### src/rtl/i2c_led_seq_if.sv
// Byte stream from the I2C slave into the LED sequencer, plus frame-buffer and refresh outputs.
// master drives the received bytes and driver status; slave is the sequencer.
interface i2c_led_seq_if #(
    parameter int IDX_W = 3
);
    logic [7:0]       data;
    logic             data_valid;
    logic             address_valid;
    logic             drv_busy_i;
    logic             wr_en_o;
    logic [IDX_W-1:0] wr_addr_o;
    logic [23:0]      wr_data_o;
    logic             refresh_o;
    logic             idx_err_o;

    modport master (
        output data, data_valid, address_valid, drv_busy_i,
        input  wr_en_o, wr_addr_o, wr_data_o, refresh_o, idx_err_o
    );

    modport slave (
        input  data, data_valid, address_valid, drv_busy_i,
        output wr_en_o, wr_addr_o, wr_data_o, refresh_o, idx_err_o
    );
endinterface

### src/rtl/i2c_led_seq.sv
// Turns I2C write bytes (start index, then RGB triplets) into frame-buffer writes and a refresh request.
// Latency: write strobe one clock after the third colour byte; refresh one clock after idle with driver free.
// Backpressure: none on the byte stream; refresh is held pending while drv_busy_i is high.
module i2c_led_seq #(
    parameter int NUM_LEDS = 8,
    parameter int IDX_W    = 3
) (
    input  logic          clk,
    input  logic          reset,
    i2c_led_seq_if.slave  bus
);

    typedef enum logic [2:0] {IDLE, INDEX, C0, C1, C2, DISCARD} state_t;

    state_t           state;
    logic             av_q;
    logic [IDX_W-1:0] idx;
    logic [7:0]       byte0;
    logic [7:0]       byte1;
    logic             wr_seen;
    logic             refresh_pending;

    logic             av_rise;
    logic             in_range;
    logic [IDX_W-1:0] idx_next;

    assign av_rise  = bus.address_valid & ~av_q;
    assign in_range = {1'b0, bus.data} < 9'(NUM_LEDS);
    assign idx_next = (idx == IDX_W'(NUM_LEDS - 1)) ? '0 : idx + IDX_W'(1);

    always_ff @(posedge clk) begin
        if (reset) begin
            state           <= IDLE;
            av_q            <= 1'b0;
            idx             <= '0;
            byte0           <= 8'h00;
            byte1           <= 8'h00;
            wr_seen         <= 1'b0;
            refresh_pending <= 1'b0;
            bus.wr_en_o     <= 1'b0;
            bus.wr_addr_o   <= '0;
            bus.wr_data_o   <= 24'h000000;
            bus.refresh_o   <= 1'b0;
            bus.idx_err_o   <= 1'b0;
        end else begin
            av_q          <= bus.address_valid;
            bus.wr_en_o   <= 1'b0;
            bus.refresh_o <= 1'b0;

            if (state == IDLE && refresh_pending && !bus.drv_busy_i) begin
                bus.refresh_o   <= 1'b1;
                refresh_pending <= 1'b0;
            end

            // Losing the address ends the transaction and drops any partial colour.
            if (state != IDLE && !bus.address_valid) begin
                state <= IDLE;
                if (wr_seen) begin
                    refresh_pending <= 1'b1;
                end
            end else begin
                case (state)
                    IDLE: begin
                        if (av_rise) begin
                            state         <= INDEX;
                            bus.idx_err_o <= 1'b0;
                            wr_seen       <= 1'b0;
                        end
                    end
                    INDEX: begin
                        if (bus.data_valid) begin
                            if (in_range) begin
                                idx   <= bus.data[IDX_W-1:0];
                                state <= C0;
                            end else begin
                                bus.idx_err_o <= 1'b1;
                                state         <= DISCARD;
                            end
                        end
                    end
                    C0: begin
                        if (bus.data_valid) begin
                            byte0 <= bus.data;
                            state <= C1;
                        end
                    end
                    C1: begin
                        if (bus.data_valid) begin
                            byte1 <= bus.data;
                            state <= C2;
                        end
                    end
                    C2: begin
                        if (bus.data_valid) begin
                            bus.wr_en_o   <= 1'b1;
                            bus.wr_addr_o <= idx;
                            bus.wr_data_o <= {byte0, byte1, bus.data};
                            idx           <= idx_next;
                            wr_seen       <= 1'b1;
                            state         <= C0;
                        end
                    end
                    DISCARD: begin
                    end
                    default: state <= IDLE;
                endcase
            end
        end
    end

endmodule

### src/flat_wrapper.sv
// flat-port wrapper written by rule: the top's interface ports become plain ports
module i2c_led_seq_flat 
#(
    parameter int NUM_LEDS = 8,
    parameter int IDX_W    = 3
)
  (clk, reset, bus_data, bus_data_valid, bus_address_valid, bus_drv_busy_i, bus_wr_en_o, bus_wr_addr_o, bus_wr_data_o, bus_refresh_o, bus_idx_err_o);
  i2c_led_seq_if #(.IDX_W(IDX_W)) bus_i ();
  input  logic clk;
  input  logic reset;
  input wire logic [$bits(bus_i.data)-1:0] bus_data;
  input wire logic [$bits(bus_i.data_valid)-1:0] bus_data_valid;
  input wire logic [$bits(bus_i.address_valid)-1:0] bus_address_valid;
  input wire logic [$bits(bus_i.drv_busy_i)-1:0] bus_drv_busy_i;
  output wire logic [$bits(bus_i.wr_en_o)-1:0] bus_wr_en_o;
  output wire logic [$bits(bus_i.wr_addr_o)-1:0] bus_wr_addr_o;
  output wire logic [$bits(bus_i.wr_data_o)-1:0] bus_wr_data_o;
  output wire logic [$bits(bus_i.refresh_o)-1:0] bus_refresh_o;
  output wire logic [$bits(bus_i.idx_err_o)-1:0] bus_idx_err_o;
  assign bus_i.data = bus_data;
  assign bus_i.data_valid = bus_data_valid;
  assign bus_i.address_valid = bus_address_valid;
  assign bus_i.drv_busy_i = bus_drv_busy_i;
  assign bus_wr_en_o = bus_i.wr_en_o;
  assign bus_wr_addr_o = bus_i.wr_addr_o;
  assign bus_wr_data_o = bus_i.wr_data_o;
  assign bus_refresh_o = bus_i.refresh_o;
  assign bus_idx_err_o = bus_i.idx_err_o;
  i2c_led_seq #(.NUM_LEDS(NUM_LEDS), .IDX_W(IDX_W)) u_core (.clk(clk), .reset(reset), .bus(bus_i));
endmodule
### config.mk
export PLATFORM = sky130hd
export DESIGN_NAME = i2c_led_seq_flat
export DESIGN_NICKNAME = d
export VERILOG_FILES = /design/src/rtl/i2c_led_seq_if.sv /design/src/rtl/i2c_led_seq.sv /design/src/flat_wrapper.sv
export SDC_FILE = /design/constraint.sdc
export NUM_CORES = 1
export LEC_CHECK = 0
export ABC_AREA = 1
export CORE_UTILIZATION = 41
export CTS_BUF_LIST = sky130_fd_sc_hd__clkbuf_8 sky130_fd_sc_hd__clkbuf_16
export CTS_CLUSTER_SIZE = 10
export DETAILED_ROUTE_END_ITERATION = 7
export PLACE_DENSITY = 0.67
export SLEW_MARGIN = 20
export SYNTH_ARGS = -nofsm -noshare
export SYNTH_HDL_FRONTEND = slang
export SYNTH_SLANG_ARGS = --single-unit
### constraint.sdc
create_clock -name clk -period 3.5 [get_ports clk]
set_input_delay 0.7 -clock clk [delete_from_list [all_inputs] [get_ports clk]]
set_output_delay 0.7 -clock clk [all_outputs]
set_load 0.005 [all_outputs]
==> summary.txt, run 1 <==
Final layout
  • Diodes inserted: 0
  • Layout cells sized above 1: 0.1599
  • Fin nets: 358
  • Multi-input gate area: 0.001142 mm²
  • Number of fill cells in the layout: 567
  • Register area: 0.001101 mm²
  • Area Overhead vs Synth: 21.69%
  • Final Core Density: 0.5314

Logic synthesis
  • Ranking of synthesized cells by area: dfxtp_1 45%, nand2_1 8.2%, a21oi_1 7.9%
  • Share of the synthesized area in the top cell type: 0.4469
  • Asr flop ratio synth: 0
  • Post-synthesis sequential area ratio: 0.4469
  • Post-synth cell types: 27
  • Main synth FF type: dfxtp_1
  • Ys Warns: 0
  • Mapped Nets: 321
  • Synthesized area per cell: 8.051 µm²
  • Mapped Cells: 306
  • Post-synth EDFFs: 0
  • Post-synth top cells: 55 x dfxtp_1, 54 x nand2_1, 39 x a21oi_1, 28 x inv_1
  • Post-synth top area cell: dfxtp_1
  • Top-count cell post-synth: dfxtp_1
  • Flops & latches, synth: 55
  • Mapped Area: 0.002464 mm²

Placement
  • Port-buffer cells: 42
  • Gpl congestion: 0.8875
  • DP HPWL: 3.595 mm

Floorplanning
  • Starting Density: 0.4367
  • Row count: 27
  • Die height: 79.52 µm
  • Total Die Area: 0.006323 mm²
  • Core Area: 0.005642 mm²
  • Die X: 79.52 µm
  • I/O pins: 43

STA
  • Tcrit/Tclk final: 0.5835
  • Finish-stage setup viols: 0
  • RSZ-0062 raised after global routing: no
  • F_max: 0.4896 GHz
  • Worst relative slew slack: 0.5822
  • Total negative slack: 0 ns
  • Fin crit period: 2.042 ns
  • Actual transition at the worst max-transition pin: 0.6249 ns
  • Max Slew Vio Count: 0
  • Worst clock skew: 0.009481 ns
  • Final hold viol count: 0

Clock network
  • CTS Root Buffer Type: clkbuf_8
  • Setup Buffers After CTS: 0
  • CTS tree: built
  • Bufs on Longest Clock Path: 2
  • Hold buffer count at CTS: 0
  • H-tree Lvls: 2
  • Total CTS buffers: 5
  • Post-cts sizing count: 0
  • Sink Count: 55
  • Clock Latency Late Sink: 0.31 ns
  • Clk slew on worst S/H paths: 0.10 ns

Pwr
  • P per Cell Area: 456.5 mW/mm²
  • LEAKAGE: 1.109 nW
  • IR Drop Worst-Case VDD: 379.5 µV

Global route
  • Met1 usage: 0.2177
  • First-pass GRT wire length: 8.542 mm
  • Met2 global-route usage: 0.2906
  • Gr usage total: 0.1701
  • Vias in the first global route: 1902
  • Largest net degree at the start of global routing: 47
  • Busiest grt layer: met2
  • Antenna violations before repair: 0
  • Met3 Usage GRT: 0.03314
  • GR Overflow Total: 0

Drt
  • Routed vias/inst: 4.793
  • Post-route DRC violation count: 0
  • Via count: 1994
  • Drt pass-1 iters: 4
  • DR iter-0 viols: 103
  • Routed wire length per instance: 11.75 µm
  • Antenna Nets Post-Route: 0
  • Final wirelength: 4.889 mm

Critical path
  • Worst-path maximum fanout: 16
  • Worst setup EP type: flop
  • Setup CP Type: input pin to flop
  • Reg2Reg Depth: 4
  • Worst Path Required: 3.68 ns
  • Critical Path Slowest Stage Cell: nand4_1
  • Crit-path cells: clkdlybuf4s50_1 -> nand4_1 -> o21ai_0 -> a21oi_1
  • Critical Path Source Type: input pin
  • Flop-to-flop setup slack: 1.69 ns
  • R2r endpoint: u_core.byte0[1]
  • R2r startpoint: u_core.state[2]
  • Critical path data arrival time: 2.22 ns
  • Delay of the slowest critical-path stage: 0.52 ns

Outcome
  • Status: complete, no violations

Hold path
  • WHS Endpoint: u_core.byte0[7]
  • Worst Hold Launch: u_core.byte0[7]
  • Worst min path class: flop to flop
  • Worst hold path cell count: 2

Flow run
  • Max Cap Viol: 0
report_power, final:
part / switching, W / total [W] / internal [W]
Sequential: 0.0000249 / 0.000673 / 0.000648
Clock: 0.000205 / 0.000418 / 0.000213
Combinational: 0.000186 / 0.000278 / 0.0000917
routing by layer:
layer | vias to the layer above | wire length, µm
met5 | - | 0
met4 | 0 | 44
met3 | 7 | 156
met2 | 37 | 2326
met1 | 898 | 2361
li1 | 1052 | -
per-stage QoR:
step | setup WS [ns] | instances | power, W | hold slack, ns | cell area (µm²)
finish | 1.458 | 416 | 0.001369 | 0.4618 | 2998
global route | 1.322 | 416 | 0.001444 | 0.4826 | 2998
CTS | 1.463 | 416 | 0.001382 | 0.4667 | 2998
detailed placement | 1.136 | 408 | 0.0009636 | 0.4500 | 2885
global placement | 1.165 | 408 | 0.0009612 | 0.4445 | 2885
floorplan | 1.848 | 306 | 0.0009045 | 0.4301 | 2464
worst max-delay path by stage:
stage	startpoint	endpoint	slack (ns)	depth (start not counted)
final	bus_address_valid	u_core.byte0[1]	1.46	4
after global routing	bus_data_valid	u_core.bus.wr_data_o[0]	1.32	7
after CTS	bus_data_valid	u_core.bus.wr_data_o[0]	1.46	6
after detailed placement	bus_data_valid	u_core.bus.wr_data_o[0]	1.14	6
after global placement	bus_address_valid	u_core.byte1[6]	1.17	8
after floorplan	bus_data_valid	u_core.bus.wr_data_o[16]	1.85	7
kinds of logic after synthesis:
group / Yosys count / synth area share
buffers and inverters: 45 / 0.08938
DFF: 55 / 0.4469
adders and majority gates: 2 / 0.01016
AOI/OAI and AO/OA: 64 / 0.1488
and+or+nand+nor: 140 / 0.3047
worst max-delay path, delay by kind of cell:
kind / cells / cell delay, ns
buffers and inverters: 1 / 0.51
AO/OA/AOI/OAI: 2 / 0.48
AND/OR/NAND/NOR: 1 / 0.52
layout by cell type (no fill, tap or decap), types with 5 or more instances in the layout:
cell type        count
o21ai_0             12
dfxtp_1             55
nor2_1              26
clkbuf_8             5
nand2_1             54
nand3_1             26
clkdlybuf4s50_1     42
inv_1               28
a21oi_1             39
a21oi_2             12
nor2_4              11
nor2_2              14
state kept, by name, summed over array words and instances, names as in the netlist, 3 cells and up:
name	flops
u_core.bus.wr_data_o	24
u_core.byte0	8
u_core.byte1	8
u_core.bus.wr_addr_o	3
u_core.idx	3
u_core.state	3
cell type report:
class                           count  area share
Timing Repair Buffer               44      0.1452
Sequential cell                    55      0.3673
Clock buffer                        5     0.02295
Clock inverter                      3     0.01461
Multi-Input combinational cell    206      0.3811
Inverter                           31     0.03881
Tap cell                           72     0.03005
Power figures use the tool's default switching activity.
==> inputs of run 2 (changes only) <==
--- a/config.mk
+++ b/config.mk
@@ -10,7 +10,7 @@
 export CTS_BUF_LIST = sky130_fd_sc_hd__clkbuf_8 sky130_fd_sc_hd__clkbuf_16
 export CTS_CLUSTER_SIZE = 10
 export DETAILED_ROUTE_END_ITERATION = 7
-export PLACE_DENSITY = 0.67
+export PLACE_DENSITY = 0.69
 export SLEW_MARGIN = 20
 export SYNTH_ARGS = -nofsm -noshare
 export SYNTH_HDL_FRONTEND = slang
==> constraint.sdc (replaced) <==
create_clock -name clk -period 1.8 [get_ports clk]
set_input_delay 0.36 -clock clk [delete_from_list [all_inputs] [get_ports clk]]
set_output_delay 0.36 -clock clk [all_outputs]
set_load 0.005 [all_outputs]
==> summary.txt, run 2 (synthesis results as in run 1) <==
Outcome
  • Status: complete, no violations

STA
  • Total negative slack: 0 ns (unchanged)
  • Tcrit/Tclk final: 0.8980
  • Worst clock skew: 0.004221 ns (-0.005261 ns)
  • Finish-stage setup viols: 0 (unchanged)
  • F_max: 0.6187 GHz
  • Worst relative slew slack: 0.7103 (+0.1282)
  • Fin crit period: 1.616 ns
  • Final hold viol count: 0 (unchanged)
  • Actual transition at the worst max-transition pin: 0.4340 ns (-0.1909 ns)
  • RSZ-0062 raised after global routing: no
  • Max Slew Vio Count: 0 (unchanged)

Critical path
  • Worst setup EP type: flop
  • Reg2Reg Depth: 8 (+4)
  • Setup CP Type: flop to flop
  • Worst Path Required: 2.05 ns (-1.63 ns)
  • Worst setup path startpoint: u_core.state[2]
  • Worst-path maximum fanout: 9 (-7)
  • R2r startpoint: u_core.state[2]
  • Critical path data arrival time: 1.86 ns (-0.36 ns)
  • Critical Path Source Type: flop

Clock network
  • Post-cts sizing count: 0 (unchanged)
  • Setup Buffers After CTS: 0 (unchanged)
  • Total CTS buffers: 5 (unchanged)
  • Sink Count: 55 (unchanged)
  • Bufs on Longest Clock Path: 2 (unchanged)
  • CTS tree: built
  • Clock Latency Late Sink: 0.31 ns (about the same)
  • Hold buffer count at CTS: 0 (unchanged)
  • Clk slew on worst S/H paths: 0.10 ns (about the same)
  • CTS Root Buffer Type: clkbuf_8
  • H-tree Lvls: 2 (unchanged)

Floorplanning
  • I/O pins: 43 (unchanged)
  • Die height: 79.52 µm (unchanged)
  • Row count: 27 (unchanged)
  • Core Area: 0.005642 mm² (unchanged)
  • Starting Density: 0.4367 (unchanged)
  • Die X: 79.52 µm (unchanged)
  • Total Die Area: 0.006323 mm² (unchanged)

Placement
  • DP HPWL: 3.706 mm (+3.1%)
  • Gpl congestion: 0.8138 (-8.3%)
  • Port-buffer cells: 42 (unchanged)

Hold path
  • Worst hold path cell count: 2 (unchanged)
  • Worst Hold Launch: u_core.byte0[7]
  • Worst min path class: flop to flop

Final layout
  • Reg with most FFs: u_core.bus.wr_data_o
  • Fin nets: 372 (+3.9%)
  • Number of fill cells in the layout: 506 (-11%)
  • Max FFs per register: 24 (unchanged)
  • Largest regs: u_core.bus.wr_data_o: 24 flops, u_core.byte0: 8 flops, u_core.byte1: 8 flops
  • Commonest non-fill, non-tap cell in the layout: dfxtp_1
  • Layout cells sized above 1: 0.1899 (+0.03006)
  • Multi-input gate area: 0.001142 mm² (unchanged)
  • Area Overhead vs Synth: 25.85%
  • Commonest non-fill, non-tap cells in the layout: 55 x dfxtp_1, 54 x nand2_1, 42 x clkdlybuf4s50_1
  • Diodes inserted: 0 (unchanged)
  • Register area: 0.001101 mm² (unchanged)

Global route
  • Largest net degree at the start of global routing: 27 (-43%)
  • Gr usage total: 0.1755 (+0.005340)
  • First-pass GRT wire length: 8.645 mm (+1.2%)
  • Vias in the first global route: 1943 (+2.2%)
  • Antenna violations before repair: 0 (unchanged)
  • GR Overflow Total: 0 (unchanged)

Drt
  • Drt pass-1 iters: 4 (unchanged)
  • Routed wire length per instance: 11.72 µm (-0.25%)
  • Antenna Nets Post-Route: 0 (unchanged)
  • Post-route DRC violation count: 0 (unchanged)
  • DR iter-0 viols: 88 (-15%)
  • Final wirelength: 5.041 mm (+3.1%)
  • Via count: 2088 (+4.7%)
  • Routed vias/inst: 4.856 (+1.3%)

Flow run
  • Max Cap Viol: 0 (unchanged)

Pwr
  • P per Cell Area: 830.0 mW/mm² (+82%)
  • IR Drop Worst-Case VDD: 373.1 µV (-1.7%)
  • Total power: 0.002573 W (+88%)
  • LEAKAGE: 1.174 nW (+5.9%)
[run 2: power breakdown]
group / switching (W) / internal, W / total, W
logic: 0.000374 / 0.000220 / 0.000594
registers: 0.0000499 / 0.00126 / 0.00131
clock network: 0.000402 / 0.000267 / 0.000670
[run 2: area by class of cell]
| class | instances | share of cell area |
|---|---|---|
| clock inverter | 3 | 0.005246 |
| sequential | 55 | 0.3551 |
| inverter | 31 | 0.03753 |
| tap | 72 | 0.02906 |
| clock buffer | 5 | 0.02220 |
| multi-input combinational | 206 | 0.3684 |
| timing repair buffer | 58 | 0.1824 |
[run 2: path summary, 6_finish.rpt]
check / end / slack (ns)
setup / recovery: u_core.byte1[0] / 0.18
hold / removal: u_core.byte0[7] / 0.46
setup reg to reg: u_core.byte1[0] / 0.18
hold reg to reg: u_core.byte0[7] / 0.46
[run 2: critical path, cell delays in order, from the launching register on]
cell and delay, ns:
dfxtp_1 0.58, inv_2 0.12, nand2_2 0.13, nand2_4 0.09
inv_2 0.12, nor2_8 0.04, nand2_1 0.24, nand2_1 0.08
a21oi_1 0.14
[run 2: layer usage]
layer / share of wire / track usage / vias to the layer above / routed length (µm)
li1: - / - / 1077 / -
met1: 0.46 / 0.2170 / 955 / 2344
met2: 0.48 / 0.3009 / 48 / 2426
met3: 0.041 / 0.04000 / 8 / 205
met4: 0.013 / 0.05273 / 0 / 65
met5: 0 / 0 / - / 0
[run 2: through the flow]
step | setup WS (ns) | area [µm²] | instances | utilization | hold WS, ns
6_report | 0.1836 | 3100 | 430 | 0.5496 | 0.4627
5_1_grt | 0.01605 | 3100 | 430 | 0.5496 | 0.4951
4_1_cts | 0.2030 | 3100 | 430 | 0.5496 | 0.4652
3_3_place_gp | 0.007143 | 3015 | 422 | 0.5345 | 0.4435
2_1_floorplan | 0.4319 | 2464 | 306 | - | 0.4301
3_5_place_dp | -0.02036 | 3015 | 422 | 0.5345 | 0.4501
==> inputs of run 3 (changes only) <==
--- a/config.mk
+++ b/config.mk
@@ -6,12 +6,14 @@
 export NUM_CORES = 1
 export LEC_CHECK = 0
 export ABC_AREA = 1
+export CORE_ASPECT_RATIO = 1.5
 export CORE_UTILIZATION = 41
 export CTS_BUF_LIST = sky130_fd_sc_hd__clkbuf_8 sky130_fd_sc_hd__clkbuf_16
-export CTS_CLUSTER_SIZE = 10
+export CTS_CLUSTER_SIZE = 16
 export DETAILED_ROUTE_END_ITERATION = 7
 export PLACE_DENSITY = 0.69
 export SLEW_MARGIN = 20
 export SYNTH_ARGS = -nofsm -noshare
 export SYNTH_HDL_FRONTEND = slang
 export SYNTH_SLANG_ARGS = --single-unit
+export TNS_END_PERCENT = 50
==> summary.txt, run 3 (synthesis results as in run 1) <==
Outcome
  • Status: complete, no violations

STA
  • Actual transition at the worst max-transition pin: 0.3942 ns (-0.03978 ns)
  • Worst clock skew: 0.009418 ns (+0.005197 ns)
  • RSZ-0062 raised after global routing: no
  • Fin crit period: 1.584 ns (-0.03274 ns)
  • Final WS setup: 0.2163 ns (+0.03274 ns)
  • Finish-stage setup viols: 0 (unchanged)
  • F_max: 0.6315 GHz (+2.1%)
  • Final hold viol count: 0 (unchanged)
  • Max Slew Vio Count: 0 (unchanged)
  • Tcrit/Tclk final: 0.8798 (-0.01819)
  • Worst relative slew slack: 0.7369 (+0.02655)

Critical path
  • Critical Path Source Type: flop
  • Flop-to-flop setup slack: 0.22 ns (+0.03 ns)
  • Critical path data arrival time: 1.82 ns (-0.04 ns)
  • R2r startpoint: u_core.state[2]
  • Setup CP Type: flop to flop
  • Worst setup path startpoint: u_core.state[2]
  • Reg2Reg Depth: 8 (unchanged)
  • Worst Path Required: 2.03 ns (-0.02 ns)
  • R2r endpoint: u_core.byte1[6]
  • End of the critical path: u_core.byte1[6]
  • Worst-path maximum fanout: 9 (unchanged)
  • Worst setup EP type: flop

Global route
  • Gr usage total: 0.1779 (+0.002367)
  • GR Overflow Total: 0 (unchanged)
  • First-pass GRT wire length: 8.880 mm (+2.7%)
  • Largest net degree at the start of global routing: 20 (-26%)
  • Antenna violations before repair: 0 (unchanged)
  • Vias in the first global route: 1953 (+0.51%)

Final layout
  • Reg with most FFs: u_core.bus.wr_data_o
  • Layout cells sized above 1: 0.1899 (unchanged)
  • Final Core Density: 0.5463 (-0.003288)
  • Fin area: 0.003161 mm² (+1.9%)
  • Max FFs per register: 24 (unchanged)
  • Commonest non-fill, non-tap cell in the layout: dfxtp_1
  • Number of fill cells in the layout: 609 (+20%)
  • Area Overhead vs Synth: 28.29%
  • Commonest non-fill, non-tap cells in the layout: 55 x dfxtp_1, 54 x nand2_1, 42 x clkdlybuf4s50_1
  • Largest regs: u_core.bus.wr_data_o: 24 flops, u_core.byte0: 8 flops, u_core.byte1: 8 flops
  • Diodes inserted: 0 (unchanged)
  • Fin nets: 372 (unchanged)
  • Fin cells: 430 (unchanged)

Drt
  • Routed vias/inst: 4.816 (-0.81%)
  • Post-route DRC violation count: 0 (unchanged)
  • Via count: 2071 (-0.81%)
  • Antenna Nets Post-Route: 0 (unchanged)
  • Final wirelength: 5.268 mm (+4.5%)
  • Drt pass-1 iters: 4 (unchanged)
  • DR iter-0 viols: 71 (-19%)
  • Routed wire length per instance: 12.25 µm (+4.5%)

Clock network
  • Clk slew on worst S/H paths: 0.10 ns (about the same)
  • Setup Buffers After CTS: 0 (unchanged)
  • Bufs on Longest Clock Path: 2 (unchanged)
  • Clock Latency Late Sink: 0.30 ns (about the same)
  • Hold buffer count at CTS: 0 (unchanged)
  • Total CTS buffers: 5 (unchanged)
  • Sink Count: 55 (unchanged)
  • CTS tree: built
  • Post-cts sizing count: 0 (unchanged)
  • CTS Root Buffer Type: clkbuf_8
  • H-tree Lvls: 2 (unchanged)

Hold path
  • Worst min path class: flop to flop

Placement
  • Placed instance area: 0.003028 mm² (+0.41%)
  • Port-buffer cells: 42 (unchanged)
  • Gpl congestion: 0.8303 (+2.0%)
  • DP Worst Slack: -0.009066 ns (+0.01130 ns)
  • DP HPWL: 3.998 mm (+7.9%)
  • Placed cell count: 422 (unchanged)

Floorplanning
  • Die X: 65.29 µm (-18%)
  • Starting Density: 0.4258 (-0.01086)
  • Total Die Area: 0.006329 mm² (about the same)
  • Row count: 34 (+26%)
  • Core Area: 0.005786 mm² (+2.6%)
  • Die height: 96.94 µm (+22%)
  • I/O pins: 43 (unchanged)

Pwr
  • IR Drop Worst-Case VDD: 588.0 µV (+58%)
  • LEAKAGE: 1.204 nW (+2.6%)
  • P per Cell Area: 904.4 mW/mm² (+9.0%)

Flow run
  • Max Cap Viol: 0 (unchanged)
==> run 3: cell count changes in the layout (fill, tap and decap cells not counted) <==
cell,previous run,this run
clkinv_2,1,0
buf_4,14,13
bufinv_16,0,2
clkinvlp_4,1,0
buf_12,2,3
==> run 3: worst min-delay path by stage <==
stage,from,endpoint,cells after the start
after CTS,u_core.byte0[7],u_core.byte0[7],2
after floorplan,u_core.byte0[7],u_core.byte0[7],2
after global routing,u_core.byte1[0],u_core.byte1[0],2
after global placement,u_core.byte0[7],u_core.byte0[7],2
final,u_core.byte0[7],u_core.byte0[7],2
after detailed placement,u_core.byte0[7],u_core.byte0[7],2
==> run 3: layout make-up <==
class | instances | area, µm² | share of cell area
Sequential cell | 55 | 1101 | 0.3484
Clock inverter | 3 | 63.81 | 0.02019
Timing Repair Buffer | 58 | 578.1 | 0.1829
Multi-Input combinational cell | 206 | 1142 | 0.3614
Tap cell | 72 | 90.09 | 0.02850
Inverter | 31 | 116.4 | 0.03682
Clock buffer | 5 | 68.82 | 0.02177
==> run 3: stage by stage <==
stage                     hold WS, ns  setup TNS [ns]  total power, W
after floorplan                0.4301               0        0.001759
after global placement         0.4422      -0.0009831        0.001941
after detailed placement       0.4438        -0.01349        0.001942
after CTS                      0.4591               0        0.002883
after global routing           0.4795               0        0.003014
final                          0.4581               0        0.002858
==> run 3: critical path, stage by stage (launching register included) <==
cell	delay (ns)
dfxtp_1	0.56
inv_2	0.12
nand2_2	0.12
nand2_4	0.09
inv_2	0.12
nor2_8	0.04
nand2_1	0.24
nand2_1	0.09
a21oi_1	0.14
==> run 3: per-layer routing <==
layer	global-route usage	wire length [µm]
met1	0.2114	2212
met2	0.3236	2893
met3	0.02476	111
met4	0.04515	51
met5	0	0
==> run 3: power by group <==
group / internal, W / switching, W / leakage (nW)
Sequential: 0.00126 / 0.0000480 / 0.444
Clock: 0.000550 / 0.000392 / 0.0695
Combinational: 0.000221 / 0.000387 / 0.691
